**src/rtl/b_resp_router_if.sv**
```systemverilog
// b_resp_router_if: AW-grant, B-channel and status bundle for the write-response router
interface b_resp_router_if #(
  parameter int NUM_MASTERS = 16,
  parameter int FIFO_DEPTH  = 4
);
  localparam int CNT_W = $clog2(FIFO_DEPTH) + 1;
  logic [NUM_MASTERS-1:0]   aw_grant_id_i;
  logic                     aw_hs_i;
  logic                     aw_allow_o;
  logic [1:0]               s_axi_bresp_i;
  logic                     s_axi_bvalid_i;
  logic                     s_axi_bready_o;
  logic [2*NUM_MASTERS-1:0] m_axi_bresp_o;
  logic [NUM_MASTERS-1:0]   m_axi_bvalid_o;
  logic [NUM_MASTERS-1:0]   m_axi_bready_i;
  logic [CNT_W-1:0]         outstanding_o;
  logic [1:0]               err_o;
  modport slave (
    input  aw_grant_id_i, aw_hs_i, s_axi_bresp_i, s_axi_bvalid_i, m_axi_bready_i,
    output aw_allow_o, s_axi_bready_o, m_axi_bresp_o, m_axi_bvalid_o, outstanding_o, err_o
  );
  modport master (
    output aw_grant_id_i, aw_hs_i, s_axi_bresp_i, s_axi_bvalid_i, m_axi_bready_i,
    input  aw_allow_o, s_axi_bready_o, m_axi_bresp_o, m_axi_bvalid_o, outstanding_o, err_o
  );
endinterface

```
**src/rtl/b_resp_router.sv**
```systemverilog
// b_resp_router: in-order B-response return path; optional master-side register slice via B_RESP_REGSLICE_EN
module b_resp_router #(
  parameter int NUM_MASTERS = 16,
  parameter int FIFO_DEPTH  = 4
) (
  input logic           axi_aclk_i,
  input logic           axi_areset_i,
  b_resp_router_if.slave bus
);
  localparam int IDX_W = NUM_MASTERS > 1 ? $clog2(NUM_MASTERS) : 1;
  localparam int CNT_W = $clog2(FIFO_DEPTH) + 1;
  localparam int PTR_W = $clog2(FIFO_DEPTH);
  logic [IDX_W-1:0] mem [FIFO_DEPTH];
  logic [PTR_W-1:0] wptr, rptr;
  logic [CNT_W-1:0] count;
  logic [1:0]       err;
  logic [IDX_W-1:0] enc_idx, head;
  logic             empty, full, any_grant, push, pop;
  assign empty          = count == '0;
  assign full           = count == CNT_W'(FIFO_DEPTH);
  assign any_grant      = |bus.aw_grant_id_i;
  assign push           = bus.aw_hs_i & any_grant & !full;
  assign head           = mem[rptr];
  assign bus.aw_allow_o    = !full;
  assign bus.outstanding_o = count;
  assign bus.err_o         = err;
  // one-hot to binary; scanning downward lets the lowest set bit win on multi-hot grants
  always_comb begin
    enc_idx = '0;
    for (int i = NUM_MASTERS - 1; i >= 0; i--)
      if (bus.aw_grant_id_i[i]) enc_idx = IDX_W'(i);
  end
`ifdef B_RESP_REGSLICE_EN
  logic             slice_valid;
  logic [IDX_W-1:0] slice_idx;
  logic [1:0]       slice_resp;
  assign bus.s_axi_bready_o = !empty & (!slice_valid | bus.m_axi_bready_i[slice_idx]);
  assign pop                = bus.s_axi_bvalid_i & bus.s_axi_bready_o;
  assign bus.m_axi_bvalid_o = NUM_MASTERS'(slice_valid) << slice_idx;
  assign bus.m_axi_bresp_o  = (2*NUM_MASTERS)'(slice_valid ? slice_resp : 2'b00) << {slice_idx, 1'b0};
  // slice reloads on every slave handshake and drains when its master accepts
  always_ff @(posedge axi_aclk_i or posedge axi_areset_i)
    if (axi_areset_i) begin
      slice_valid <= 1'b0;
      slice_idx   <= '0;
      slice_resp  <= 2'b00;
    end else if (pop) begin
      slice_valid <= 1'b1;
      slice_idx   <= head;
      slice_resp  <= bus.s_axi_bresp_i;
    end else if (slice_valid & bus.m_axi_bready_i[slice_idx]) begin
      slice_valid <= 1'b0;
    end
`else
  logic route;
  assign route              = !empty & bus.s_axi_bvalid_i;
  assign bus.s_axi_bready_o = !empty & bus.m_axi_bready_i[head];
  assign pop                = bus.s_axi_bvalid_i & bus.s_axi_bready_o;
  assign bus.m_axi_bvalid_o = NUM_MASTERS'(route) << head;
  assign bus.m_axi_bresp_o  = (2*NUM_MASTERS)'(route ? bus.s_axi_bresp_i : 2'b00) << {head, 1'b0};
`endif
  // queue pointers, occupancy and sticky error flags
  always_ff @(posedge axi_aclk_i or posedge axi_areset_i)
    if (axi_areset_i) begin
      wptr  <= '0;
      rptr  <= '0;
      count <= '0;
      err   <= 2'b00;
    end else begin
      if (push) wptr <= wptr + 1'b1;
      if (pop) rptr <= rptr + 1'b1;
      count <= count + CNT_W'(push) - CNT_W'(pop);
      err   <= err | {bus.aw_hs_i & (full | !any_grant), bus.s_axi_bvalid_i & empty};
    end
  // ID storage needs no reset: the pointers alone define which entries are live
  always_ff @(posedge axi_aclk_i)
    if (push) mem[wptr] <= enc_idx;
endmodule

```
**src/flat_wrapper.sv**
```systemverilog
// flat-port wrapper written by rule: the top's interface ports become plain ports
module b_resp_router_flat 
#(
  parameter int NUM_MASTERS = 16,
  parameter int FIFO_DEPTH  = 4
)
  (axi_aclk_i, axi_areset_i, bus_aw_grant_id_i, bus_aw_hs_i, bus_s_axi_bresp_i, bus_s_axi_bvalid_i, bus_m_axi_bready_i, bus_aw_allow_o, bus_s_axi_bready_o, bus_m_axi_bresp_o, bus_m_axi_bvalid_o, bus_outstanding_o, bus_err_o);
  b_resp_router_if #(.NUM_MASTERS(NUM_MASTERS), .FIFO_DEPTH(FIFO_DEPTH)) bus_i ();
  input logic axi_aclk_i;
  input logic axi_areset_i;
  input wire logic [$bits(bus_i.aw_grant_id_i)-1:0] bus_aw_grant_id_i;
  input wire logic [$bits(bus_i.aw_hs_i)-1:0] bus_aw_hs_i;
  input wire logic [$bits(bus_i.s_axi_bresp_i)-1:0] bus_s_axi_bresp_i;
  input wire logic [$bits(bus_i.s_axi_bvalid_i)-1:0] bus_s_axi_bvalid_i;
  input wire logic [$bits(bus_i.m_axi_bready_i)-1:0] bus_m_axi_bready_i;
  output wire logic [$bits(bus_i.aw_allow_o)-1:0] bus_aw_allow_o;
  output wire logic [$bits(bus_i.s_axi_bready_o)-1:0] bus_s_axi_bready_o;
  output wire logic [$bits(bus_i.m_axi_bresp_o)-1:0] bus_m_axi_bresp_o;
  output wire logic [$bits(bus_i.m_axi_bvalid_o)-1:0] bus_m_axi_bvalid_o;
  output wire logic [$bits(bus_i.outstanding_o)-1:0] bus_outstanding_o;
  output wire logic [$bits(bus_i.err_o)-1:0] bus_err_o;
  assign bus_i.aw_grant_id_i = bus_aw_grant_id_i;
  assign bus_i.aw_hs_i = bus_aw_hs_i;
  assign bus_i.s_axi_bresp_i = bus_s_axi_bresp_i;
  assign bus_i.s_axi_bvalid_i = bus_s_axi_bvalid_i;
  assign bus_i.m_axi_bready_i = bus_m_axi_bready_i;
  assign bus_aw_allow_o = bus_i.aw_allow_o;
  assign bus_s_axi_bready_o = bus_i.s_axi_bready_o;
  assign bus_m_axi_bresp_o = bus_i.m_axi_bresp_o;
  assign bus_m_axi_bvalid_o = bus_i.m_axi_bvalid_o;
  assign bus_outstanding_o = bus_i.outstanding_o;
  assign bus_err_o = bus_i.err_o;
  b_resp_router #(.NUM_MASTERS(NUM_MASTERS), .FIFO_DEPTH(FIFO_DEPTH)) u_core (.axi_aclk_i(axi_aclk_i), .axi_areset_i(axi_areset_i), .bus(bus_i));
endmodule
```
**config.mk**
```make
export PLATFORM = sky130hd
export DESIGN_NAME = b_resp_router_flat
export DESIGN_NICKNAME = d
export VERILOG_FILES = /design/src/rtl/b_resp_router_if.sv /design/src/rtl/b_resp_router.sv /design/src/flat_wrapper.sv
export SDC_FILE = /design/constraint.sdc
export NUM_CORES = 1
export LEC_CHECK = 0
export ABC_CLOCK_PERIOD_IN_PS = 5300
export CORE_ASPECT_RATIO = 0.8
export CORE_MARGIN = 5
export CORE_UTILIZATION = 30
export DETAILED_ROUTE_END_ITERATION = 6
export PLACE_DENSITY = 0.69
export SLEW_MARGIN = 20
export SYNTH_ARGS = -nofsm -noshare
export SYNTH_HDL_FRONTEND = slang
export SYNTH_SLANG_ARGS = --single-unit
```
**constraint.sdc**
```tcl
create_clock -name axi_aclk_i -period 5.3 [get_ports axi_aclk_i]
set_input_delay 1.06 -clock axi_aclk_i [delete_from_list [all_inputs] [get_ports axi_aclk_i]]
set_output_delay 1.06 -clock axi_aclk_i [all_outputs]
set_load 0.005 [all_outputs]
```
After elaboration in Yosys (flattened, before gate mapping)
Memory sizes are Yosys's and may differ from the RTL's.
Cells that the tools add are included.
{"block": "classes", "add_sub_neg": 4, "shifts": 2, "magnitude_cmp": 1, "multipliers": 0, "muxes": 21, "n_eq_ne": 1, "reduce_logical": 5, "n_div": 0, "bitwise": 9}
{"op": "4-bit 2-to-1 mux", "n": 16}
{"op": "32-bit by 5-bit left shift with 32-bit output", "n": 1}
{"op": "16-bit OR reduction", "n": 1}
{"op": "1-bit by 4-bit left shift with 16-bit output", "n": 1}
{"op": "1-bit AND", "n": 7}
{"op": "4-bit by 5-bit less-than comparator with 1-bit output (second input constant)", "n": 1}
{"op": "2-bit by 1-bit adder with 2-bit output (second input constant)", "n": 2}
{"op": "1-bit binary-select mux with 4-bit select", "n": 1}
{"op": "3-bit by 1-bit adder with 3-bit output", "n": 1}
{"op": "3-bit equality test (second input constant)", "n": 1}
{"op": "1-bit logical NOT", "n": 3}
{"op": "3-bit logical NOT", "n": 1}
{"op": "1-bit 2-to-1 mux", "n": 3}
{"op": "3-bit by 1-bit subtractor with 3-bit output", "n": 1}
{"op": "2-bit 2-to-1 mux", "n": 1}
{"op": "2-bit bitwise OR", "n": 1}
{"op": "1-bit bitwise OR", "n": 1}
{"block": "totals", "mem_bits_rw": 16, "n_memories": 1, "romBits": 0, "reg_bits": 9, "word_cells": 48, "output_inout_bits": 55, "inputBits": 38, "latchBits": 0}
{"name": "u_core.mem", "words": 4, "width": 4, "read_ports": 1, "rd_clocked_by_memory_dff": 0, "wr": 1, "line": "b_resp_router.sv:13", "text": "logic [IDX_W-1:0] mem [FIFO_DEPTH];"}

Depth between registers and ports, before layout
{"block": "depth", "depth_word": 16, "ltp_mapped": 15, "ltp_nobuf": 13}

Worst setup path after synthesis
Ideal clock, no wire load.
{"block": "synth_timing", "path_kind": "register to register", "from": "register u_core.rptr[0]", "to": "register u_core.count[2] (netlist: u_core.bus.outstanding_o[2])", "setup_ps": 127, "path_buffers": 2, "path_stages_with_launch": 16, "setup_slack_ps": 2216, "synth_period_minus_slack_ps": 3084, "t_arrival_ps": 2957, "required_time_ps": 5173, "path_cell_list": "dfrtp_1 -> buf_6 -> mux4_2 -> buf_6 -> mux2i_1 -> mux2i_1 -> mux2i_1 -> mux2_4 -> nor2_1 -> ha_1 -> inv_1 -> ha_1 -> inv_1 -> fa_1 -> xnor2_1 -> xnor2_1"}
{"block": "synth_between", "elab_chain_len": 6}
{"element": "start, declared", "line": "b_resp_router.sv:14", "text": "logic [PTR_W-1:0] wptr, rptr;"}
{"element": "start signal, assigned", "line": "b_resp_router.sv:71", "text": "if (pop) rptr <= rptr + 1'b1;"}
{"element": "memory 4 x 4 bit"}
{"element": "1-bit binary-select mux with 4-bit select", "line": "b_resp_router.sv:57", "text": "assign bus.s_axi_bready_o = !empty & bus.m_axi_bready_i[head];"}
{"element": "1-bit 2-to-1 mux (implied by the code)", "line": "b_resp_router.sv:57"}
{"element": "1-bit AND", "line": "b_resp_router.sv:57"}
{"element": "1-bit AND", "line": "b_resp_router.sv:58", "text": "assign pop = bus.s_axi_bvalid_i & bus.s_axi_bready_o;"}
{"element": "named net u_core.pop", "line": "b_resp_router.sv:18", "text": "logic empty, full, any_grant, push, pop;"}
{"element": "3-bit by 1-bit subtractor with 3-bit output", "line": "b_resp_router.sv:72", "text": "count <= count + CNT_W'(push) - CNT_W'(pop);"}
{"element": "end signal, assigned", "line": "b_resp_router.sv:72"}
{"element": "end, declared", "line": "b_resp_router.sv:15", "text": "logic [CNT_W-1:0] count;"}
The timed path passes the listed nets, and every way through them passes these cells. The select of a mux whose other input is x is not followed.
A chain may end at the register's enable or synchronous reset.

Final worst setup path
{"block": "layout_timing", "from": "input bus_s_axi_bvalid_i", "to": "output bus_m_axi_bresp_o[17]"}
{"block": "layout_between", "elab_chain_len": 3}
{"element": "start, declared", "line": "flat_wrapper.sv:14", "text": "input wire logic [$bits(bus_i.s_axi_bvalid_i)-1:0] bus_s_axi_bvalid_i;"}
{"element": "1-bit AND", "line": "b_resp_router.sv:56", "text": "assign route = !empty & bus.s_axi_bvalid_i;"}
{"element": "2-bit 2-to-1 mux", "line": "b_resp_router.sv:60", "text": "assign bus.m_axi_bresp_o = (2*NUM_MASTERS)'(route ? bus.s_axi_bresp_i : 2'b00) << {head, 1'b0};"}
{"element": "32-bit by 5-bit left shift with 32-bit output", "line": "b_resp_router.sv:60"}
{"element": "end, declared", "line": "flat_wrapper.sv:18", "text": "output wire logic [$bits(bus_i.m_axi_bresp_o)-1:0] bus_m_axi_bresp_o;"}
No other way between the ends.

==> qor.tcl <==
set qor(remaining_drc_errors) 0
set qor(post_cts.repair.setup_buffers) 0
set qor(drt.antenna.violating_nets) 0
set qor(synth_warnings) 0
set qor(cts_tree) {done}
set qor(worst_setup_sp_type) {input port}
set qor(min-delay-path-class) {reg -> reg}
set qor(cellLeakagePower_nw) 1.07
set qor(core.rowCount) 24
set qor(hold_buffer_count_at_cts) 0
set qor(area_growth_pct) 59.2
set qor(globalRoute.totalOverflow) 0
set qor(avgViaCountPerCell) 4.49
set qor(outcome) {finished clean}
set qor(timing.final.crit_share) 0.766
set qor(final.setup.tns_ns) 0
set qor(cp_data_arrival_time_ns) 3.00
set qor(placedCellCount) 337
set qor(synthesis.nets) 217
set qor(setup_viol) 0
set qor(grt_use_total) 0.119
set qor(initial_utilization) 0.314
set qor(initial_antenna_violation_count) 0
set qor(cts.root.buffer_cell) {sky130_fd_sc_hd__clkbuf_8}
set qor(routed-via-count) 1531
set qor(final.setup_skew_ns) 0.00227
set qor(worst_ir_drop_vdd_mv) 0.182
set qor(cellPowerDensity_nw_per_um2) 372
set qor(synth_seq_area_share) 0.407
set qor(core_area_um2) 5530
set qor(die_width_um) 95.0
set qor(worstSetupPathType) {in -> out}
set qor(cts_max_path_buffers) 2
set qor(comb_power_share) 0.580
set qor(netlist_instances) 172
set qor(first_pass_iters) 4
set qor(routedWlPerCell_um) 13.2
set qor(design.portCount) 93
set qor(first_global_vias) 1565
set qor(synthesis.area_um2) 1730
set qor(worstSkewPairLatency_ns) 0.26
set qor(synth.avg_cell_area_um2) 10.1
set qor(htreeDepth) 1
set qor(postSynthRegisterBits) 25
set qor(detail_route.wirelength_um) 4490
set qor(fraction_of_layout_instances_using_a_drive_strength_above_1) 0.0342
set qor(number_of_buffer_cells_added_on_primary_ports) 92
set qor(place_congestion) 0.733
set qor(clock_power_share) 0.109
set qor(fillCellCount) 548
set qor(relSlewSlack) 0.593
set qor(cp_data_required_time_ns) 4.24
set qor(numCtsBuffers) 3
set qor(net-switching-power_mw) 0.374
set qor(finalMaxSlewViolations) 0
set qor(n_antenna_cell) 0
set qor(clk_pin_slew_ns) 0.08
set qor(intPower_mw) 0.651
set qor(design.die.area_um2) 7410
set qor(hold_viol) 0
set qor(max_cap_viol_count) 0
set qor(die_height_um) 78.0
set qor(grt_setup_unrepaired) {false}
set qor(timing.final.crit_period_ns) 4.06
set qor(maxClockFrequency_mhz) 246
set qor(resized_cells_post_cts) 0
set qor(design.final.nets) 309
set qor(worst_slew_pin_slew_ns) 0.603
set qor(largest_fanout_on_the_critical_path) 6
set qor(synth_cell_type_count) 31
set qor(grt_start_max_net_pins) 17
set qor(grt_pass1_wl_um) 7200
set qor(netSwitchingFraction) 0.365
set qor(dp_hpwl_um) 3890
set qor(cts.sinks) 25
set qor(instances_no_fill) 341
set qor(initialDrtViolationCount) 34
set qor(setup.worst_path.end_class) {output pin}
set qor(power.sequential.fraction) 0.311
[Yosys cell counts]
cell	count	area (µm²)
sky130_fd_sc_hd__clkbuf_1	2	7.51
sky130_fd_sc_hd__fa_1	1	20.0
sky130_fd_sc_hd__nor3_1	6	30.0
sky130_fd_sc_hd__buf_6	3	33.8
sky130_fd_sc_hd__nand2_1	7	26.3
sky130_fd_sc_hd__ha_1	6	75.1
sky130_fd_sc_hd__inv_1	11	41.3
sky130_fd_sc_hd__edfxtp_1	16	480
sky130_fd_sc_hd__and2_1	36	225
sky130_fd_sc_hd__o21bai_1	3	22.5
sky130_fd_sc_hd__nand3b_1	1	7.51
sky130_fd_sc_hd__xor2_1	2	17.5
sky130_fd_sc_hd__or2_2	1	6.26
sky130_fd_sc_hd__nand2b_1	4	25.0
sky130_fd_sc_hd__a21o_1	2	15.0
sky130_fd_sc_hd__o21ai_0	2	10.0
sky130_fd_sc_hd__mux2_4	1	15.0
sky130_fd_sc_hd__mux2i_1	14	140
sky130_fd_sc_hd__nor2_1	24	90.1
sky130_fd_sc_hd__nor2b_1	1	6.26
sky130_fd_sc_hd__nor3b_2	1	12.5
sky130_fd_sc_hd__xnor2_1	3	26.3
sky130_fd_sc_hd__mux4_1	2	52.6
sky130_fd_sc_hd__o31a_1	1	8.76
sky130_fd_sc_hd__nor4_1	4	25.0
sky130_fd_sc_hd__or3_1	1	6.26
sky130_fd_sc_hd__a21boi_0	1	7.51
sky130_fd_sc_hd__o41ai_1	1	8.76
sky130_fd_sc_hd__mux4_2	2	45.0
sky130_fd_sc_hd__a21oi_1	4	20.0
sky130_fd_sc_hd__dfrtp_1	9	225
[worst max-delay path, cell delays in order]
cell and delay, ns:
sky130_fd_sc_hd__clkdlybuf4s50_1 0.48, sky130_fd_sc_hd__nand2b_1 0.14, sky130_fd_sc_hd__or3_1 0.47, sky130_fd_sc_hd__nor2_1 0.20
sky130_fd_sc_hd__and2_1 0.15, sky130_fd_sc_hd__clkdlybuf4s50_1 0.49
[metrics by stage]
stage	hold slack (ns)	worst slack (ns)	utilization	power, mW	area [µm²]
6_report	0.466	1.24	0.499	1.03	2760
5_1_grt	0.495	1.05	0.499	1.12	2760
4_1_cts	0.476	1.22	0.499	1.05	2760
3_5_place_dp	0.456	1.22	0.490	0.932	2710
3_3_place_gp	0.448	1.25	0.490	0.921	2710
2_1_floorplan	0.451	2.22	-	0.704	1730
[power by group through the flow]
stage / logic [mW] / registers, mW / clock network (mW)
final: 0.595 / 0.319 / 0.112
after global routing: 0.670 / 0.330 / 0.125
after CTS: 0.609 / 0.320 / 0.117
after detailed placement: 0.607 / 0.325 / 0
after global placement: 0.597 / 0.323 / 0
after floorplan: 0.396 / 0.308 / 0
[cells by family (layout without fill, tap and decap cells)]
logic type / Yosys count / in the layout / share of synthesized area
and+or+nand+nor: 86 / 86 / 0.266
DFF: 25 / 25 / 0.407
muxes: 19 / 19 / 0.146
buffers and inverters: 16 / 107 / 0.0477
AOI/OAI and AO/OA: 14 / 14 / 0.0534
adders and majority gates: 7 / 7 / 0.0549
xor gates and xnor gates: 5 / 5 / 0.0253
[per-layer routing]
metal / global-route usage / up-vias / wire [µm]
li1: - / 771 / -
met1: 0.144 / 681 / 1850
met2: 0.209 / 77 / 2050
met3: 0.0426 / 2 / 568
met4: 0.0130 / 0 / 15
met5: 0 / - / 0
[layout make-up]
class                           count  area (µm²)  share of cell area
Clock inverter                      1        7.51             0.00272
Clock buffer                        3        41.3              0.0150
Tap cell                           78        97.6              0.0354
Timing Repair Buffer               92         921               0.334
Multi-Input combinational cell    131         945               0.342
Inverter                           11        41.3              0.0150
Sequential cell                    25         706               0.256
[sequential cells by signal, indices dropped and copies added (netlist names)]
| name | cells |
|---|---|
| u_core.mem | 16 |
| u_core.bus.outstanding_o | 3 |
| u_core.bus.err_o | 2 |
| u_core.rptr | 2 |
| u_core.wptr | 2 |
[worst paths after layout]
path	start	endpoint	slack, ns	depth (start not counted)
min in group asynchronous	axi_areset_i	u_core.bus.outstanding_o[0]$_DFF_PP0_	1.04	2
hold / removal	u_core.bus.err_o[0]$_DFF_PP0_	u_core.bus.err_o[0]$_DFF_PP0_	0.47	1
hold reg to reg	u_core.bus.err_o[0]$_DFF_PP0_	u_core.bus.err_o[0]$_DFF_PP0_	0.47	1
max in group asynchronous	axi_areset_i	u_core.wptr[1]$_DFFE_PP0P_	4.01	2
setup reg to reg	u_core.rptr[0]$_DFFE_PP0P_	u_core.bus.outstanding_o[2]$_DFF_PP0_	1.87	13
setup / recovery	bus_s_axi_bvalid_i	bus_m_axi_bresp_o[17]	1.24	6
[cells in the final DEF, fill, tap and decap left out, drive strengths merged, types with 2 or more instances in the layout]
cell type / Yosys / routed
a21o: 2 / 2
a21oi: 4 / 4
and2: 36 / 36
clkbuf: 2 / 3
clkdlybuf4s50: 0 / 92
dfrtp: 9 / 9
edfxtp: 16 / 16
ha: 6 / 6
inv: 11 / 11
mux2i: 14 / 14
mux4: 4 / 4
nand2: 7 / 7
nand2b: 4 / 4
nor2: 24 / 24
nor3: 6 / 6
nor4: 4 / 4
o21ai: 2 / 2
o21bai: 3 / 3
xnor2: 3 / 3
xor2: 2 / 2
(Power assumes the default switching activity.)
